$ cat src/rtl/mat_assemble.sv
// Assembles a stream of 32-bit elements into an M x N matrix, double-buffered:
// a shifting fill buffer feeds the output register so input can continue while the output waits.
module mat_assemble #(
    parameter int unsigned M = 2,
    parameter int unsigned N = 3
) (
    input  logic                           clk,
    input  logic                           rst,
    input  logic [31:0]                    input_elem,
    input  logic                           input_elem_stb,
    output logic                           input_elem_ack,
    output logic [M-1:0][N-1:0][31:0]      output_mat,
    output logic                           output_mat_stb,
    input  logic                           output_mat_ack,
    output logic [$clog2(M*N+1)-1:0]       fill_count
);

    localparam int unsigned TOTAL = M * N;
    localparam int unsigned MW    = TOTAL * 32;
    localparam int unsigned CW    = $clog2(TOTAL + 1);
    localparam int unsigned RW    = (M > 1) ? $clog2(M) : 1;
    localparam int unsigned CLW   = (N > 1) ? $clog2(N) : 1;

    typedef enum logic {
        S_FILLING = 1'b0,
        S_FULL    = 1'b1
    } state_t;

    state_t           r_state;
    state_t           w_state_nxt;
    logic [MW-1:0]    r_buf;
    logic [MW-1:0]    r_mat;
    logic             r_mat_stb;
    logic [RW-1:0]    r_row;
    logic [CLW-1:0]   r_col;
    logic [CW-1:0]    r_count;

    logic             w_in_xfer;
    logic             w_out_xfer;
    logic             w_last;
    logic             w_slot_free;
    logic             w_load_in;
    logic             w_load_buf;
    logic [MW-1:0]    w_buf_shift;

    assign input_elem_ack = (r_state == S_FILLING);
    assign output_mat     = r_mat;
    assign output_mat_stb = r_mat_stb;
    assign fill_count     = r_count;

    assign w_in_xfer   = input_elem_stb & input_elem_ack;
    assign w_out_xfer  = r_mat_stb & output_mat_ack;
    assign w_last      = w_in_xfer & (r_row == RW'(M - 1)) & (r_col == CLW'(N - 1));
    assign w_slot_free = ~r_mat_stb | output_mat_ack;
    assign w_load_in   = w_last & w_slot_free;
    assign w_load_buf  = (r_state == S_FULL) & w_out_xfer;

    // Shifting in at the bottom leaves element 0 in the top slot after M*N arrivals.
    assign w_buf_shift = MW'({r_buf, input_elem});

    always_ff @(posedge clk or negedge rst) begin
        if (!rst) begin
            r_state <= S_FILLING;
        end else begin
            r_state <= w_state_nxt;
        end
    end

    always_comb begin
        w_state_nxt = r_state;
        case (r_state)
            S_FILLING: if (w_last && !w_slot_free) w_state_nxt = S_FULL;
            S_FULL:    if (w_out_xfer)             w_state_nxt = S_FILLING;
            default:                               w_state_nxt = S_FILLING;
        endcase
    end

    always_ff @(posedge clk or negedge rst) begin
        if (!rst) begin
            r_buf     <= '0;
            r_mat     <= '0;
            r_mat_stb <= 1'b0;
            r_row     <= '0;
            r_col     <= '0;
            r_count   <= '0;
        end else begin
            if (w_in_xfer) begin
                r_buf <= w_buf_shift;
            end

            if (w_load_in) begin
                r_mat <= w_buf_shift;
            end else if (w_load_buf) begin
                r_mat <= r_buf;
            end

            if (w_load_in || w_load_buf) begin
                r_mat_stb <= 1'b1;
            end else if (w_out_xfer) begin
                r_mat_stb <= 1'b0;
            end

            // A completed matrix that cannot move out parks in the buffer, reported as full.
            if (w_last) begin
                r_row   <= '0;
                r_col   <= '0;
                r_count <= w_slot_free ? CW'(0) : CW'(TOTAL);
            end else if (w_in_xfer) begin
                r_count <= r_count + CW'(1);
                if (r_col == CLW'(N - 1)) begin
                    r_col <= '0;
                    r_row <= r_row + RW'(1);
                end else begin
                    r_col <= r_col + CLW'(1);
                end
            end else if (w_load_buf) begin
                r_count <= '0;
            end
        end
    end

endmodule

$ cat config.mk
export PLATFORM = sky130hd
export DESIGN_NAME = mat_assemble
export DESIGN_NICKNAME = d
export VERILOG_FILES = /design/src/rtl/mat_assemble.sv
export SDC_FILE = /design/constraint.sdc
export NUM_CORES = 1
export LEC_CHECK = 0
export CELL_PAD_IN_SITES_DETAIL_PLACEMENT = 2
export CELL_PAD_IN_SITES_GLOBAL_PLACEMENT = 2
export CORE_UTILIZATION = 40
export DETAILED_ROUTE_END_ITERATION = 16
export PLACE_DENSITY_LB_ADDON = 0.08
export SETUP_SLACK_MARGIN = 0.4
export SYNTH_ARGS = -nofsm -noshare
export SYNTH_HDL_FRONTEND = slang
export SYNTH_SLANG_ARGS = --single-unit
$ cat constraint.sdc
create_clock -name clk -period 4.7 [get_ports clk]
set_input_delay 0.94 -clock clk [delete_from_list [all_inputs] [get_ports clk]]
set_output_delay 0.94 -clock clk [all_outputs]
set_load 0.02 [all_outputs]
==> results of run 1 <==
## worst paths after layout
path                                startpoint         endpoint  slack, ns  depth (start not counted)
worst max-delay path            output_mat_ack   output_mat[48]       2.02                          5
worst min-delay path                     r_row            r_row       0.47                          1
worst max register to register         r_state   output_mat[48]       2.39                          4
worst min register to register           r_row            r_row       0.47                          1
max in group asynchronous                  rst        r_buf[47]       3.16                          2
min in group asynchronous                  rst  output_mat[156]       0.48                          1
## worst max-delay path, cell delays in order
cell and delay (ns):
clkdlybuf4s50_1 0.48, nand3_4 0.37, buf_12 0.51, mux2_1 0.38, mux2_1 0.30
## sequential cells by signal (all words and copies together), names as in the netlist
register / cells
r_row: 1
r_state: 1
output_mat: 192
output_mat_stb: 1
fill_count: 3
r_buf: 192
r_col: 2
## synthesized netlist by cell type
library cell	count
mux2_4	120
and3_1	1
a21oi_1	1
nand2_1	579
buf_2	9
buf_6	16
clkbuf_1	38
nand2b_1	4
o21ai_0	3
mux2_1	106
ha_1	1
nand3_2	1
buf_4	19
inv_1	3
nand3_1	5
o31ai_1	1
buf_1	5
mux2_2	160
nor2b_1	1
and3b_1	1
o211ai_1	1
xor2_1	1
or4b_1	1
dfrtp_1	392
a31oi_1	1
## metal layers
metal,share of wire,vias to the layer above,global-route usage,wire length (µm)
met1,0.47,6066,0.3029,22540
met5,0,-,0,0
met2,0.47,191,0.3561,22620
li1,-,5248,-,-
met3,0.051,50,0.05352,2450
met4,0.016,0,0.05797,779
## report_power, final
group	switching (µW)	internal, µW
logic	2380	2700
clock network	1370	2110
registers	1270	4760
total	5020	9580
## area by class of cell
cell class              instances  area (µm²)  share of cell area
clock buffers                  71        1384             0.06359
clock inverters                 8       90.09            0.004140
inverters                       3       11.26           0.0005175
multi-input cells             988        7159              0.3290
flip-flops and latches        392        9809              0.4508
well taps                     585       732.0             0.03364
repair buffers                245        2575              0.1183
## cell families (layout without fill, tap and decap cells)
group,Yosys count,count (layout),synth area share
buffers and inverters,90,327,0.03093
DFF,392,392,0.5614
and+or+nand+nor,593,593,0.1296
AOI/OAI and AO/OA,7,7,0.002363
muxes,386,386,0.2745
adders and majority gates,1,1,0.0007159
xor gates and xnor gates,1,1,0.0005013
## metrics by stage
stage          setup WS, ns    util  total power, µW  instance area [µm²]
6_report              2.020  0.5052            14600                21760
5_1_grt               1.948  0.5052            15430                21760
4_1_cts               2.005  0.5052            14840                21760
3_5_place_dp          1.452  0.4710            11190                20290
3_3_place_gp          1.499  0.4710            10900                20290
2_1_floorplan         2.570       -             8610                17470
==> key figures, run 1 <==
Route
  • WL/cell: 21.11 µm
  • Via Count: 11560
  • Iteration-0 DRC Markers: 485
  • Routed Antenna Nets: 0
  • Remaining DRCs: 0
  • Mean number of vias per cell: 5.041
  • Drt pass-1 iters: 4
  • Wirelength, routed: 48390 µm

Setup path
  • Crit path DAT: 3.11 ns
  • CP Class: input port to flop
  • Critical path launch point type: input port
  • CP max FO: 81
  • Worst setup EP type: flop
  • Required time of the worst setup path: 5.13 ns

Die
  • # rows: 76
  • Starting density of the core: 0.4057
  • Number of I/O pins: 233
  • Core footprint: 43080 µm²
  • Die H: 211.0 µm
  • Die area: 44530 µm²
  • Die X-Extent: 211.0 µm

Clock network
  • TritonCTS clock tree: yes
  • Later-pin clock latency in the skew report: 0.56 ns
  • Post-CTS repair timing setup buffer count: 0
  • Cts hold-fix bufs: 0
  • Deepest clock path buffer count: 3
  • Resized Gates After CTS: 0
  • CTS H-tree lvls: 2
  • Clk sinks: 392
  • TritonCTS buffer count: 45
  • Worst-path clk slew: 0.05 ns
  • Root Driver: clkbuf_16

GRT
  • Tot GR Track Use: 0.2228
  • Number of global-route vias before repair: 13100
  • Remaining Overflow, GRT: 0
  • Antenna violations before repair: 0
  • Pin count of the biggest net entering global routing: 196
  • First-pass GRT wire length: 76910 µm

Synth
  • Syn_area_per_cell: 11.89 µm²
  • Yosys warns: 0
  • Synth Net Count: 1507
  • Ranking of synthesized cells by area: dfrtp_1 56%, nand2_1 12%, mux2_2 10%
  • Synth area leader: dfrtp_1
  • Synth Instances: 1470
  • Synth cell types: 25
  • #FFs+latches synth: 392
  • Post-synth top area share: 0.5614
  • Synth Cell Area: 17470 µm²
  • Sequential-to-total area share from yosys stat: 0.5614

Timing
  • Setup tns final: 0 ns
  • Final hold slack: 0.4652 ns
  • Worst Max-Slew Pin Slew: 1.017 ns
  • Slew Viols, Final: 0
  • Slew headroom: 0.3222
  • Tmin final: 2.680 ns
  • RSZ-0062 raised after global routing: false
  • Final Hold Fails: 0
  • Clock skew: 0.01486 ns
  • Highest clock rate: 373.2 MHz
  • Final setup fails: 0
  • Final worst-path cycle share: 0.5702

Layout
  • N_diodes: 0
  • Fraction of layout cells with a size suffix above 1: 0.2150
  • Synth-to-layout area growth: 24.53%
  • Finished Layout Cells: 2292
  • Layout net count: 1712
  • Commonest non-fill, non-tap cell in the layout: nand2_1
  • Most frequent cells in the layout: 579 x nand2_1, 392 x dfrtp_1, 231 x clkdlybuf4s50_1
  • Fillers: 4262

Placement
  • GPL Wtd Cong: 0.7103
  • DP Cell Count: 2213
  • Post-DP HPWL: 30010 µm
  • Number of port buffers: 232

Power
  • Worst VDD drop: 0.0003328 V
  • Pwr/cell area: 670.9 nW/µm²
  • Leakage: 0.01097 µW

Status
  • Status: finished, final reports clean

Run
  • Max_cap viols: 0

Hold path
  • Hold Crit Class: flop to flop
Note: power is estimated with default switching activity, not from simulation.
==> run 2, diff against run 1 <==
--- a/config.mk
+++ b/config.mk
@@ -7,7 +7,7 @@
 export LEC_CHECK = 0
 export CELL_PAD_IN_SITES_DETAIL_PLACEMENT = 2
 export CELL_PAD_IN_SITES_GLOBAL_PLACEMENT = 2
-export CORE_UTILIZATION = 40
+export CORE_UTILIZATION = 33
 export DETAILED_ROUTE_END_ITERATION = 16
 export PLACE_DENSITY_LB_ADDON = 0.08
 export SETUP_SLACK_MARGIN = 0.4
==> constraint.sdc (replaced) <==
create_clock -name clk -period 2.2 [get_ports clk]
set_input_delay 0.44 -clock clk [delete_from_list [all_inputs] [get_ports clk]]
set_output_delay 0.44 -clock clk [all_outputs]
set_load 0.02 [all_outputs]
==> key figures, run 2 (same netlist as run 1, synthesis figures left out) <==
Status
  • Status: finished, final reports clean (unchanged)

GRT
  • Pin count of the biggest net entering global routing: 80 (was 196)
  • Remaining Overflow, GRT: 0 (unchanged)
  • Number of global-route vias before repair: 13580 (was 13100)
  • Tot GR Track Use: 0.1973 (was 0.2228)
  • First-pass GRT wire length: 81370 µm (was 76910 µm)
  • Antenna violations before repair: 0 (unchanged)

Route
  • Wirelength, routed: 51490 µm (was 48390 µm)
  • Routed Antenna Nets: 0 (unchanged)
  • Remaining DRCs: 0 (unchanged)
  • Drt pass-1 iters: 4 (unchanged)
  • WL/cell: 21.00 µm (was 21.11 µm)
  • Mean number of vias per cell: 4.821 (was 5.041)
  • Iteration-0 DRC Markers: 513 (was 485)
  • Via Count: 11820 (was 11560)

Clock network
  • TritonCTS buffer count: 47 (was 45)
  • Clk sinks: 392 (unchanged)
  • TritonCTS clock tree: yes (unchanged)
  • Later-pin clock latency in the skew report: 0.58 ns (was 0.56 ns)
  • CTS H-tree lvls: 2 (unchanged)
  • Worst-path clk slew: 0.06 ns (was 0.05 ns)
  • Root Driver: clkbuf_16 (unchanged)
  • Deepest clock path buffer count: 3 (unchanged)

Placement
  • Post-DP HPWL: 35130 µm (was 30010 µm)
  • Number of port buffers: 232 (unchanged)
  • DP Cell Count: 2367 (was 2213)
  • GPL Wtd Cong: 0.7198 (was 0.7103)

Setup path
  • Required time of the worst setup path: 1.76 ns (was 5.13 ns)
  • Worst setup EP type: output port (was flop)
  • Stages on the worst setup path: 1 (was 5)
  • CP max stage delay: 0.42 ns (was 0.51 ns)
  • CP top delay family: flip-flops (was buffers and inverters)
  • Worst path buffer plus inverter count: 1 (was 2)
  • CP Cell Sequence: clkdlybuf4s15_1 (was clkdlybuf4s50_1 -> nand3_4 -> buf_12 -> mux2_1 -> mux2_1)
  • CP Class: flop to output port (was input port to flop)
  • Reg2Reg Depth: 5 (was 4)
  • CP max FO: 2 (was 81)
  • Crit path DAT: 1.32 ns (was 3.11 ns)
  • Slowest-stage cell, CP: dfrtp_1 (was buf_12)
  • Critical path launch point type: flop (was input port)

Timing
  • Highest clock rate: 569.2 MHz
  • Slew Viols, Final: 0 (unchanged)
  • Final setup fails: 0 (unchanged)
  • Final hold slack: 0.1859 ns (was 0.4652 ns)
  • Final worst-path cycle share: 0.7985
  • RSZ-0062 raised after global routing: false (unchanged)
  • Worst Max-Slew Pin Slew: 0.5274 ns (was 1.017 ns)
  • Final Hold Fails: 0 (unchanged)
  • Tmin final: 1.757 ns
  • Setup tns final: 0 ns (unchanged)
  • Slew headroom: 0.6484 (was 0.3222)
  • Clock skew: 0.01462 ns (was 0.01486 ns)

Die
  • Die X-Extent: 232.1 µm (was 211.0 µm)
  • Starting density of the core: 0.3372 (was 0.4057)
  • Die H: 232.1 µm (was 211.0 µm)
  • Die area: 53880 µm² (was 44530 µm²)
  • # rows: 83 (was 76)
  • Number of I/O pins: 233 (unchanged)
  • Core footprint: 51820 µm² (was 43080 µm²)

Layout
  • Most frequent cells in the layout: 579 x nand2_1, 387 x dfrtp_1, 160 x mux2_2 (was 579 x nand2_1, 392 x dfrtp_1, 231 x clkdlybuf4s50_1)
  • Commonest non-fill, non-tap cell in the layout: nand2_1 (unchanged)
  • Layout net count: 1778 (was 1712)
  • N_diodes: 0 (unchanged)
  • Fraction of layout cells with a size suffix above 1: 0.2624 (was 0.2150)
  • Finished Layout Cells: 2452 (was 2292)
  • Synth-to-layout area growth: 28.49% (was 24.53%)

Power
  • Leakage: 0.01182 µW (was 0.01097 µW)
  • Pwr/cell area: 1349 nW/µm² (was 670.9 nW/µm²)
  • Worst VDD drop: 0.0006106 V (was 0.0003328 V)

Run
  • Max_cap viols: 0 (unchanged)

Hold path
  • Cell count of the worst hold path: 2 (was 1)
  • Hold Crit Class: input port to flop (was flop to flop)
## run 2: changes by cell type in the layout (fill, tap and decap cells not counted), moves of 18 or more
cell / change
buf_12: +27
clkdlybuf4s50_1: -198
clkbuf_2: +18
dlygate4sd2_1: +121
buf_4: +35
clkdlybuf4s15_1: +43
## run 2: worst paths after layout
check / start / slack (ns) / endpoint
max: output_mat[179] / 0.44 / output_mat[179]
min: output_mat_ack / 0.19 / r_state
max reg2reg: output_mat_stb / 0.45 / output_mat[11]
min reg2reg: r_buf[188] / 0.47 / r_buf[188]
max in group asynchronous: rst / 1.03 / r_buf[7]
min in group asynchronous: rst / 0.40 / r_buf[189]
## run 2: worst reg2reg max path, stage by stage, from the launching register on
cell	delay [ns]
dfrtp_2	0.44
nand3_4	0.15
buf_12	0.17
buf_12	0.19
mux2_1	0.35
mux2_1	0.31
## run 2: final cells by class
type,instances,area [µm²]
clock buffers,70,1365
clock inverters,10,53.80
fillers,5310,29370
inverters,3,11.26
multi-input cells,988,7161
flip-flops and latches,392,9816
well taps,680,850.8
repair buffers,309,3196
## run 2: metrics by stage
| step | area, µm² | total power, µW | utilization | setup slack (ns) |
|---|---|---|---|---|
| 2_1_floorplan | 17470 | 18390 | - | 0.4950 |
| 3_3_place_gp | 21170 | 23770 | 0.4086 | -0.03369 |
| 3_5_place_dp | 21170 | 24270 | 0.4086 | -0.09020 |
| 4_1_cts | 22480 | 30880 | 0.4338 | 0.2887 |
| 5_1_grt | 22450 | 32190 | 0.4333 | 0.4001 |
| 6_report | 22450 | 30280 | 0.4333 | 0.4433 |
## run 2: timing repair
action / CTS / global route
endpoints found under the hold margin: 42 / 0
resized for setup: 269 / 45
pin swaps: 1 / 0
gates cloned: 1 / 0
hold buffers: 1 / 0
setup buffers: 0 / 3
endpoints found under the setup margin: 230 / 53
## run 2: per-layer routing
| metal | wire (µm) | part of all wire | up-vias | global-route usage |
|---|---|---|---|---|
| met5 | 0 | 0 | - | 0 |
| met4 | 1187 | 0.023 | 0 | 0.05181 |
| met3 | 1940 | 0.038 | 70 | 0.03757 |
| met2 | 23570 | 0.46 | 196 | 0.3056 |
| met1 | 24790 | 0.48 | 6168 | 0.2810 |
| li1 | - | - | 5387 | - |
## run 2: power by group
| group | leakage (µW) | total, µW | internal [µW] | switching, µW |
|---|---|---|---|---|
| clock network | 0.000704 | 7290 | 4250 | 3040 |
| registers | 0.00501 | 13000 | 10200 | 2810 |
| logic | 0.00610 | 9990 | 4980 | 5010 |
==> run 3, diff against run 2 <==
==> constraint.sdc (replaced) <==
create_clock -name clk -period 1.4 [get_ports clk]
set_input_delay 0.28 -clock clk [delete_from_list [all_inputs] [get_ports clk]]
set_output_delay 0.28 -clock clk [all_outputs]
set_load 0.02 [all_outputs]
==> key figures, run 3 (same netlist as run 1, synthesis figures left out) <==
Status
  • Status: finished, violations left (was finished, final reports clean)
  • Failing checks: negative setup slack

Timing
  • Final worst-path cycle share: 1.223
  • Slew headroom: 0.6838 (was 0.6484)
  • Final hold slack: 0.1568 ns (was 0.1859 ns)
  • RSZ-0062 raised after global routing: true (was false)
  • Final setup fails: 453 (was 0)
  • Tmin final: 1.712 ns
  • Worst Max-Slew Pin Slew: 0.4743 ns (was 0.5274 ns)
  • Final Hold Fails: 0 (unchanged)
  • Highest clock rate: 584.2 MHz
  • Final worst slack: -0.3119 ns (was 0.4433 ns)
  • Slew Viols, Final: 0 (unchanged)
  • Clock skew: 0.01367 ns (was 0.01462 ns)
  • Setup tns final: -69.85 ns (was 0 ns)

Setup path
  • Reg-to-Reg End: output_mat[27] (was output_mat[11])
  • CP Class: flop to flop (was flop to output port)
  • Crit path DAT: 2.17 ns (was 1.32 ns)
  • Critical path launch point type: flop (unchanged)
  • R2r setup slk: -0.31 ns (was 0.45 ns)
  • Worst Setup SP: output_mat_stb (was output_mat[179])
  • Worst setup EP type: flop (was output port)
  • Reg2Reg Depth: 5 (unchanged)
  • Required time of the worst setup path: 1.86 ns (was 1.76 ns)
  • Reg-to-Reg Start: output_mat_stb (unchanged)
  • CP max FO: 10 (was 2)

Die
  • Die X-Extent: 232.1 µm (unchanged)
  • Core footprint: 51820 µm² (unchanged)
  • # rows: 83 (unchanged)
  • Die area: 53880 µm² (unchanged)
  • Number of I/O pins: 233 (unchanged)
  • Starting density of the core: 0.3372 (unchanged)
  • Die H: 232.1 µm (unchanged)

Power
  • Flop pwr share: 0.391 (was 0.429)
  • Net Sw Frac: 0.3417 (was 0.3587)
  • Worst VDD drop: 0.0009237 V (was 0.0006106 V)
  • P_sw: 18490 µW (was 10860 µW)
  • Combinational Power Share: 0.386 (was 0.330)
  • Clock share of power: 0.223 (was 0.241)
  • Leakage: 0.01323 µW (was 0.01182 µW)
  • Pwr/cell area: 2192 nW/µm² (was 1349 nW/µm²)
  • Int Power: 35620 µW (was 19420 µW)

Route
  • Routed Antenna Nets: 0 (unchanged)
  • Via Count: 12250 (was 11820)
  • Remaining DRCs: 0 (unchanged)
  • Iteration-0 DRC Markers: 413 (was 513)
  • Wirelength, routed: 54940 µm (was 51490 µm)
  • WL/cell: 21.41 µm (was 21.00 µm)
  • Mean number of vias per cell: 4.772 (was 4.821)
  • Drt pass-1 iters: 4 (unchanged)

Layout
  • Commonest non-fill, non-tap cell in the layout: nand2_1 (unchanged)
  • Layout net count: 1888 (was 1778)
  • Fillers: 5082 (was 5310)
  • Post-route design area: 24680 µm² (was 22450 µm²)
  • Fraction of layout cells with a size suffix above 1: 0.4433 (was 0.2624)
  • Most frequent cells in the layout: 579 x nand2_1, 390 x dfrtp_1, 255 x mux2_4 (was 579 x nand2_1, 387 x dfrtp_1, 160 x mux2_2)
  • Finished Layout Cells: 2566 (was 2452)
  • Synth-to-layout area growth: 41.26% (was 28.49%)
  • N_diodes: 0 (unchanged)

Clock network
  • Worst-path clk slew: 0.06 ns (about the same)
  • Root Driver: clkbuf_16 (unchanged)
  • CTS H-tree lvls: 2 (unchanged)
  • TritonCTS clock tree: yes (unchanged)
  • Later-pin clock latency in the skew report: 0.58 ns (about the same)
  • Clk sinks: 392 (unchanged)
  • Deepest clock path buffer count: 3 (unchanged)
  • TritonCTS buffer count: 47 (unchanged)

Placement
  • DP Cell Count: 2387 (was 2367)
  • Number of port buffers: 232 (unchanged)
  • Area of placed instances: 21530 µm² (was 21170 µm²)
  • Post-DP HPWL: 35550 µm (was 35130 µm)
  • GPL Wtd Cong: 0.7202 (was 0.7198)

GRT
  • Number of global-route vias before repair: 14110 (was 13580)
  • Antenna violations before repair: 1 (was 0)
  • Tot GR Track Use: 0.2033 (was 0.1973)
  • First-pass GRT wire length: 84530 µm (was 81370 µm)
  • Remaining Overflow, GRT: 0 (unchanged)
  • Pin count of the biggest net entering global routing: 78 (was 80)

Run
  • Max_cap viols: 0 (unchanged)

Hold path
  • Hold Crit Class: input port to async pin (was input port to flop)
==> run 3: cell types whose count changed in the layout (fill, tap and decap cells not counted), sizes merged <==
cell           before  now
clkinvlp            0    1
dlygate4sd2       121    0
clkdlybuf4s50      33   34
buf                77  376
bufbuf              0    1
clkbuf             88   82
dlymetal6s2s        1    0
clkdlybuf4s15      58    0
clkinv             10    8
==> run 3: final cells by class <==
cell class                 instances  area [µm²]  area share
clock inverter                     9       47.55    0.001926
timing repair buffer             419        4813      0.1950
multi-input combinational        988        7666      0.3106
sequential                       392        9812      0.3975
tap                              680       850.8     0.03447
inverter                           3       11.26   0.0004562
clock buffer                      75        1484     0.06011
==> run 3: layer usage <==
metal,wire (µm),track usage
met1,25650,0.2789
met2,25890,0.3243
met3,2343,0.04273
met4,1043,0.05428
met5,17,0
==> run 3: metrics by stage <==
stage / setup WS (ns) / utilization / total power, µW
5_1_grt: -0.3661 / 0.4764 / 57090
3_3_place_gp: -0.6910 / 0.4156 / 37930
4_1_cts: -0.3408 / 0.4681 / 54010
3_5_place_dp: -0.7218 / 0.4156 / 38770
2_1_floorplan: -0.1687 / - / 29420
6_report: -0.3119 / 0.4764 / 54110
==> run 3: how the worst max path moves through the flow <==
stage                                 end  cells past startpoint  slack [ns]
after global routing       output_mat[88]                      6       -0.37
after floorplan            output_mat[55]                      5       -0.17
after detailed placement    output_mat[6]                      6       -0.72
after global placement      output_mat[2]                      6       -0.69
after CTS                 output_mat[189]                      5       -0.34
final                      output_mat[27]                      5       -0.31
==> run 3: power groups by stage <==
stage                     Combinational [µW]  Clock, µW  Sequential, µW
after CTS                              20400      12400           21200
final                                  20900      12100           21200
after detailed placement               17900          0           20900
after global routing                   22400      12900           21800
after floorplan                         7680          0           21700
after global placement                 17300          0           20600
==> run 3: critical path, stage by stage (launching register included) <==
cell     delay [ns]
dfrtp_2        0.44
nand3_4        0.15
buf_12         0.19
buf_12         0.16
mux2_1         0.33
mux2_1         0.31
==> run 3: timing repair <==
item / 4_1_cts / 5_1_grt
gates resized for setup: 1242 / 55
hold buffers: 1 / 0
setup endpoints to repair: 589 / 589
pin swaps: 1 / 0
endpoints found under the hold margin: 296 / 0
buffers inserted: 80 / 4
cloned: 3 / 7
